--- src/rtl/iiitb_bcd_sa.sv ---
// Digit-serial packed-BCD adder/subtractor, one digit per clock,
// LSB first; results publish only on entry to DONE.
module iiitb_bcd_sa #(
  parameter int DIGITS = 4
) (
  input  logic                clk,
  input  logic                rst_n,
  input  logic                start,
  input  logic                sub,
  input  logic                carry_in,
  input  logic [4*DIGITS-1:0] a,
  input  logic [4*DIGITS-1:0] b,
  output logic                ready,
  output logic [4*DIGITS-1:0] sum,
  output logic                carry,
  output logic                done,
  output logic                invalid
);

  localparam int W  = 4 * DIGITS;
  localparam int CW = (DIGITS > 1) ? $clog2(DIGITS) : 1;

  typedef enum logic [1:0] {
    IDLE,
    RUN,
    DONE
  } state_t;

  state_t        state_q, state_d;
  logic [W-1:0]  a_q, a_d;
  logic [W-1:0]  b_q, b_d;
  logic [W-1:0]  acc_q, acc_d;
  logic [CW-1:0] cnt_q, cnt_d;
  logic          c_q, c_d;
  logic          sub_q, sub_d;
  logic          inv_q, inv_d;
  logic [W-1:0]  sum_q, sum_d;
  logic          carry_q, carry_d;
  logic          invalid_q, invalid_d;

  logic [3:0]    a_dig;
  logic [3:0]    b_raw;
  logic [3:0]    b_dig;
  logic [4:0]    t;
  logic          gt;
  logic [3:0]    dig;
  logic          bad;
  logic          last;
  logic [W+3:0]  cat;

  // Operand registers shift right so the live digit is always [3:0].
  always_comb begin
    a_dig = a_q[3:0];
    b_raw = b_q[3:0];
    b_dig = sub_q ? (4'd9 - b_raw) : b_raw;
    t     = {1'b0, a_dig} + {1'b0, b_dig} + {4'b0, c_q};
    gt    = (t > 5'd9);
    dig   = gt ? 4'(t - 5'd10) : t[3:0];
    bad   = (a_dig > 4'd9) || (b_raw > 4'd9);
    last  = (cnt_q == CW'(DIGITS - 1));
    cat   = {dig, acc_q};
  end

  always_comb begin
    state_d   = state_q;
    a_d       = a_q;
    b_d       = b_q;
    acc_d     = acc_q;
    cnt_d     = cnt_q;
    c_d       = c_q;
    sub_d     = sub_q;
    inv_d     = inv_q;
    sum_d     = sum_q;
    carry_d   = carry_q;
    invalid_d = invalid_q;

    unique case (state_q)
      IDLE: begin
        if (start) begin
          a_d     = a;
          b_d     = b;
          c_d     = carry_in;
          sub_d   = sub;
          cnt_d   = '0;
          inv_d   = 1'b0;
          acc_d   = '0;
          state_d = RUN;
        end
      end
      RUN: begin
        a_d   = a_q >> 4;
        b_d   = b_q >> 4;
        acc_d = cat[W+3:4];
        c_d   = gt;
        inv_d = inv_q | bad;
        cnt_d = cnt_q + CW'(1);
        if (last) begin
          sum_d     = cat[W+3:4];
          carry_d   = gt;
          invalid_d = inv_q | bad;
          state_d   = DONE;
        end
      end
      DONE: begin
        state_d = IDLE;
      end
      default: begin
        state_d = IDLE;
      end
    endcase
  end

  always_ff @(posedge clk or negedge rst_n) begin
    if (!rst_n) begin
      state_q   <= IDLE;
      a_q       <= '0;
      b_q       <= '0;
      acc_q     <= '0;
      cnt_q     <= '0;
      c_q       <= 1'b0;
      sub_q     <= 1'b0;
      inv_q     <= 1'b0;
      sum_q     <= '0;
      carry_q   <= 1'b0;
      invalid_q <= 1'b0;
    end else begin
      state_q   <= state_d;
      a_q       <= a_d;
      b_q       <= b_d;
      acc_q     <= acc_d;
      cnt_q     <= cnt_d;
      c_q       <= c_d;
      sub_q     <= sub_d;
      inv_q     <= inv_d;
      sum_q     <= sum_d;
      carry_q   <= carry_d;
      invalid_q <= invalid_d;
    end
  end

  assign ready   = (state_q == IDLE);
  assign done    = (state_q == DONE);
  assign sum     = sum_q;
  assign carry   = carry_q;
  assign invalid = invalid_q;

endmodule

--- config.mk ---
export PLATFORM = sky130hd
export DESIGN_NAME = iiitb_bcd_sa
export DESIGN_NICKNAME = d
export VERILOG_FILES = /design/src/rtl/iiitb_bcd_sa.sv
export SDC_FILE = /design/constraint.sdc
export NUM_CORES = 1
export LEC_CHECK = 0
export BUFFER_PORTS_ARGS = -buffer_cell sky130_fd_sc_hd__buf_2
export CAP_MARGIN = 20
export CORE_MARGIN = 4
export CORE_UTILIZATION = 58
export DETAILED_ROUTE_END_ITERATION = 7
export PLACE_DENSITY = 0.82
export SETUP_SLACK_MARGIN = 0.3
export SLEW_MARGIN = 20
export SYNTH_ARGS = -nofsm -noshare
export SYNTH_HDL_FRONTEND = slang
export SYNTH_SLANG_ARGS = --single-unit
--- constraint.sdc ---
create_clock -name clk -period 7.51 [get_ports clk]
set_input_delay 0.751 -clock clk [delete_from_list [all_inputs] [get_ports clk]]
set_output_delay 0.751 -clock clk [all_outputs]
set_load 0.03 [all_outputs]
## Yosys cells after proc, flatten, opt, wreduce, memory -nomap -nowiden

Index checks and enable logic that the tools add are counted.

| storage, ports and cells | value |
|---|---|
| bits in writable memories | 0 |
| memory bits (read-only) | 0 |
| latch bits | 0 |
| input port bits | 37 |
| logic and storage cells | 49 |
| memories kept | 0 |
| register bits | 73 |
| output and inout bits | 20 |

| operators by class | value |
|---|---|
| magnitude comparators | 3 |
| multipliers | 0 |
| equality and inequality tests | 5 |
| bitwise logic cells | 1 |
| add/subtract/negate cells | 5 |
| reduce and logical (&&, ||, !) cells | 7 |
| mux-type cells | 17 |
| divide/modulo/power cells | 0 |
| shift operators | 0 |

Operators by type and width:

| operator | count |
|---|---|
| $pmux W16 S2 | 3 |
| $mux W16 | 3 |
| $gt A4 B4 Y1 const B | 2 |
| $mux W4 | 2 |
| $pmux W2 S2 | 2 |
| $reduce_and A2 Y1 | 4 |
| $mux W2 | 3 |
| $add A4 B4 Y5 | 1 |
| $add A5 B1 Y5 | 1 |
| $gt A5 B4 Y1 const B | 1 |
| $eq A2 B2 Y1 const B | 2 |
| $ne A2 B2 Y1 const B | 2 |
| $pmux W1 S2 | 2 |
| $sub A4 B4 Y4 const A | 1 |
| $sub A4 B4 Y4 const B | 1 |
| $add A2 B1 Y2 const B | 1 |
| $eq A2 B1 Y1 const B | 1 |
| $logic_not A2 Y1 | 1 |
| $mux W1 | 2 |
| $reduce_bool A2 Y1 | 1 |
| $logic_or A1 B1 Y1 | 1 |
| $or A1 B1 Y1 | 1 |

## Logic depth before layout (Yosys ltp)

| depth | value |
|---|---|
| word-level depth | 7 |
| depth in mapped cells | 13 |
| mapped depth without buffers | 13 |

## Worst setup path before layout

Ideal clock, no wire load.

| timing path | value |
|---|---|
| path kind | register to register |
| start | register sub_q |
| end | register sum_q[13], in the netlist sum[13] |
| period minus slack after synthesis | 2.493 ns |
| setup time | 0.080 ns |
| data arrival time | 2.412 ns |
| buffers on the path | 0 |
| stages on the path, launching flop included | 12 |
| setup slack | 5.017 ns |
| data required time | 7.430 ns |
| cells stage by stage | dfrtp_1 -> xnor2_1 -> fa_1 -> inv_1 -> fa_1 -> xor2_2 -> inv_1 -> ha_1 -> nand2_1 -> o31ai_2 -> or3_1 -> o211ai_2 |

| between the ends | value |
|---|---|
| cells in the longest elaborated chain, start to end | 5 |
| elaborated cells between the ends (all ways) | 6 |
| classes of those cells | 3 x add/sub; 1 x order compare; 2 x mux |

Ends and longest elaborated chain:

| item | line | source |
|---|---|---|
| from (decl) | 35 | `logic sub_q, sub_d;` |
| from (signal assigned) | 133 | `sub_q <= sub_d;` |
| $mux W4 * | 55 | `b_dig = sub_q ? (4'd9 - b_raw) : b_raw;` |
| $add A4 B4 Y5 * | 56 | `t = {1'b0, a_dig} + {1'b0, b_dig} + {4'b0, c_q};` |
| $add A5 B1 Y5 * | 56 |  |
| $sub A4 B4 Y4 or $gt A5 B4 Y1 (tied branches) | 58, 57 |  |
| $mux W4 * | 58 | `dig = gt ? 4'(t - 5'd10) : t[3:0];` |
| to (signal assigned) | 135 | `sum_q <= sum_d;` |
| to (decl) | 37 | `logic [W-1:0] sum_q, sum_d;` |

Mark *: on every way between the ends. The rest lies on a longest branch, timed or not.
A chain may end at the register's enable or synchronous reset.

## Worst setup path in the final report

Same ends and word-level chain as after synthesis.

==> results.toml <==
[clocking]
clk_latency_ns = 0.35
cts_tree = "built"
cts.sinks = 69
clk_pin_slew_worst_paths_ns = 0.07
cts_buffers = 9
cts_resized = 0
cts_setup_buffers = 0
cts_root_buf = "clkbuf_8"
cts_hold_buffers = 0
cts_max_level = 3
clock_path_buffers = 2

[synthesis]
syn_inst = 337
syn_avg_cell_area_um2 = 9.49
ys_seq_elements = 69
synth.cell_area_um2 = 3200
synthesis.nets = 382
synthDistinctLibCells = 37
synth_sequential_area_ratio_pct = 54.0
ys_warn_count = 0

[placed_design]
pre_cts_slack_ns = 4.81
io_buffers = 56
dp_hpwl_mm = 4.17
gp_routability_congestion = 0.798

[timing]
skew_ns = 0.00763
max_slew.worst_pin.slew_ns = 0.925
setup_viol = 0
hold_violations = 0
fin_tns_setup_ns = 0
slew_headroom_pct = 38.2
fin_crit_sh_pct = 36.0
setup_ws_ns = 4.81
fmax_mhz = 370
fin_crit_ns = 2.70
rsz0062_at_grt = "false"
report.final.slew_viol_count = 0

[global_route]
grt_pass1_vias = 2527
grt_first_pass_wirelength_mm = 11.1
grt.overflow.total = 0
grt_max_degree = 77
antenna_found_initial = 0
gr-usage-all-layers_pct = 21.9

[pwr]
power.total_w = 0.00208
leakagePower_nw = 1.80
ir_worst_vdd_mv = 0.275
cellPowerDensity_nw_per_um2 = 564

[drt]
drt-total-wl_mm = 6.36
ant_nets = 0
first_pass_iters = 4
dr_total_vias = 2468
routedWlPerCell_um = 13.8
vias_per_cell = 5.34
drtIter0Drc = 184
drc = 0

[worst_setup_path]
crit_type = "reg -> reg"
required_ns = 7.78
r2r_start = "sub_q"
worstSetupStartpoint = "sub_q"
critPathMaxFanout = 5
cp-end-kind = "flop"
arrival_ns = 2.97
crit_path_start_kind = "flop"

[layout]
antenna_cells = 0
post-route-util_pct = 70.4
layout_commonest_cell = "nand2_1"
area_delta_synth_final_pct = 15.3
fin_nets = 432
drive_gt1_share_pct = 24.7
final_cell_mix = "nand2_1, dfrtp_1, buf_2"

[status]
outcome = "finished clean"

[flow_run]
max-cap-violations = 0

[floorplanning]
start_util_pct = 61.0
design.die.area_um2 = 6760
die_h_um = 82.2
core_um2 = 5240
ioPinCount = 57
rows = 26
die_x_um = 82.2

[hold_path]
hold_class = "reg -> reg"
min-delay-start = "sum[15]"
-- final timing paths --
path,endpoint,slack (ns),cells after the start
max,sum[13],4.81,11
min,sum[15],0.47,2
max reg2reg,sum[13],4.81,11
min reg2reg,sum[15],0.47,2
max in group asynchronous,a_q[3],6.37,2
min in group asynchronous,sum[2],0.58,2
-- critical path: stages (launching register included) --
cell and delay (ns):
dfrtp_1 0.43, xnor2_1 0.22, fa_1 0.21, inv_1 0.05
fa_1 0.42, xor2_2 0.27, inv_1 0.09, ha_1 0.23
nand2_1 0.08, o31ai_2 0.11, or3_1 0.38, o211ai_2 0.14
-- power by group --
part | total, W | internal [W] | switching (W)
logic | 0.00112 | 0.000431 | 0.000693
clock network | 0.000287 | 0.000147 | 0.000140
registers | 0.000667 | 0.000555 | 0.000112
total | 0.00208 | 0.00113 | 0.000945
-- layer usage --
metal | share of wire (%) | track usage [%] | vias up
li1 | - | - | 1225
met1 | 46 | 27.3 | 1174
met2 | 47 | 35.1 | 57
met3 | 5.3 | 7.81 | 12
met4 | 1.9 | 7.97 | 0
met5 | 0 | 0 | -
-- state kept, by name, summed over array words and instances (netlist names) --
| signal | cells |
|---|---|
| acc_q | 12 |
| cnt_q | 2 |
| sum | 16 |
| inv_q | 1 |
| invalid | 1 |
| a_q | 16 |
| state_q | 2 |
| carry | 1 |
| c_q | 1 |
| b_q | 16 |
| sub_q | 1 |
-- Yosys cell counts, drive strengths merged --
| cell type | n | share of area (%) |
|---|---|---|
| nand3 | 2 | 0.31 |
| and2 | 1 | 0.20 |
| nor2 | 30 | 3.6 |
| xor2 | 1 | 0.51 |
| a31oi | 24 | 4.7 |
| o31ai | 1 | 0.39 |
| o21a | 1 | 0.23 |
| xnor2 | 3 | 1.1 |
| inv | 8 | 0.94 |
| fa | 2 | 1.3 |
| clkbuf | 6 | 0.70 |
| a21o | 2 | 0.47 |
| nor2b | 2 | 0.63 |
| a22oi | 3 | 0.70 |
| or3 | 1 | 0.20 |
| and3 | 2 | 0.39 |
| buf | 14 | 2.4 |
| ha | 6 | 2.3 |
| nand2 | 100 | 12 |
| o21ai | 30 | 4.7 |
| mux2i | 4 | 1.3 |
| o211ai | 1 | 0.39 |
| nand3b | 1 | 0.23 |
| dfrtp | 69 | 54 |
| nor3 | 4 | 0.63 |
| mux2 | 12 | 4.2 |
| a21oi | 4 | 0.74 |
| nand2b | 1 | 0.20 |
| a221oi | 2 | 0.74 |
-- logic make-up (layout without fill, tap and decap cells) --
family	after synthesis	after routing	share of synthesized area, %
compound gates	68	68	13.1
xor+xnor	4	4	1.57
fa+ha+maj	8	8	3.60
buf+inv	28	83	4.07
flops	69	69	54.0
mux	16	16	5.48
simple gates	144	144	18.2
-- area by class of cell --
type	instances	area, um^2
sequential	69	1730
multi-input combinational	240	1340
clock inverter	4	31.3
clock buffer	12	165
fill	418	1550
timing repair buffer	59	303
inverter	8	30.0
tap	70	87.6
-- stage by stage --
stage | cell area [um^2] | cells | hold slack, ns
global route | 3690 | 462 | 0.510
finish | 3690 | 462 | 0.471
global placement | 3490 | 446 | 0.459
floorplan | 3200 | 337 | 0.455
CTS | 3690 | 462 | 0.482
detailed placement | 3490 | 446 | 0.467
Power figures use the tool's default switching activity.
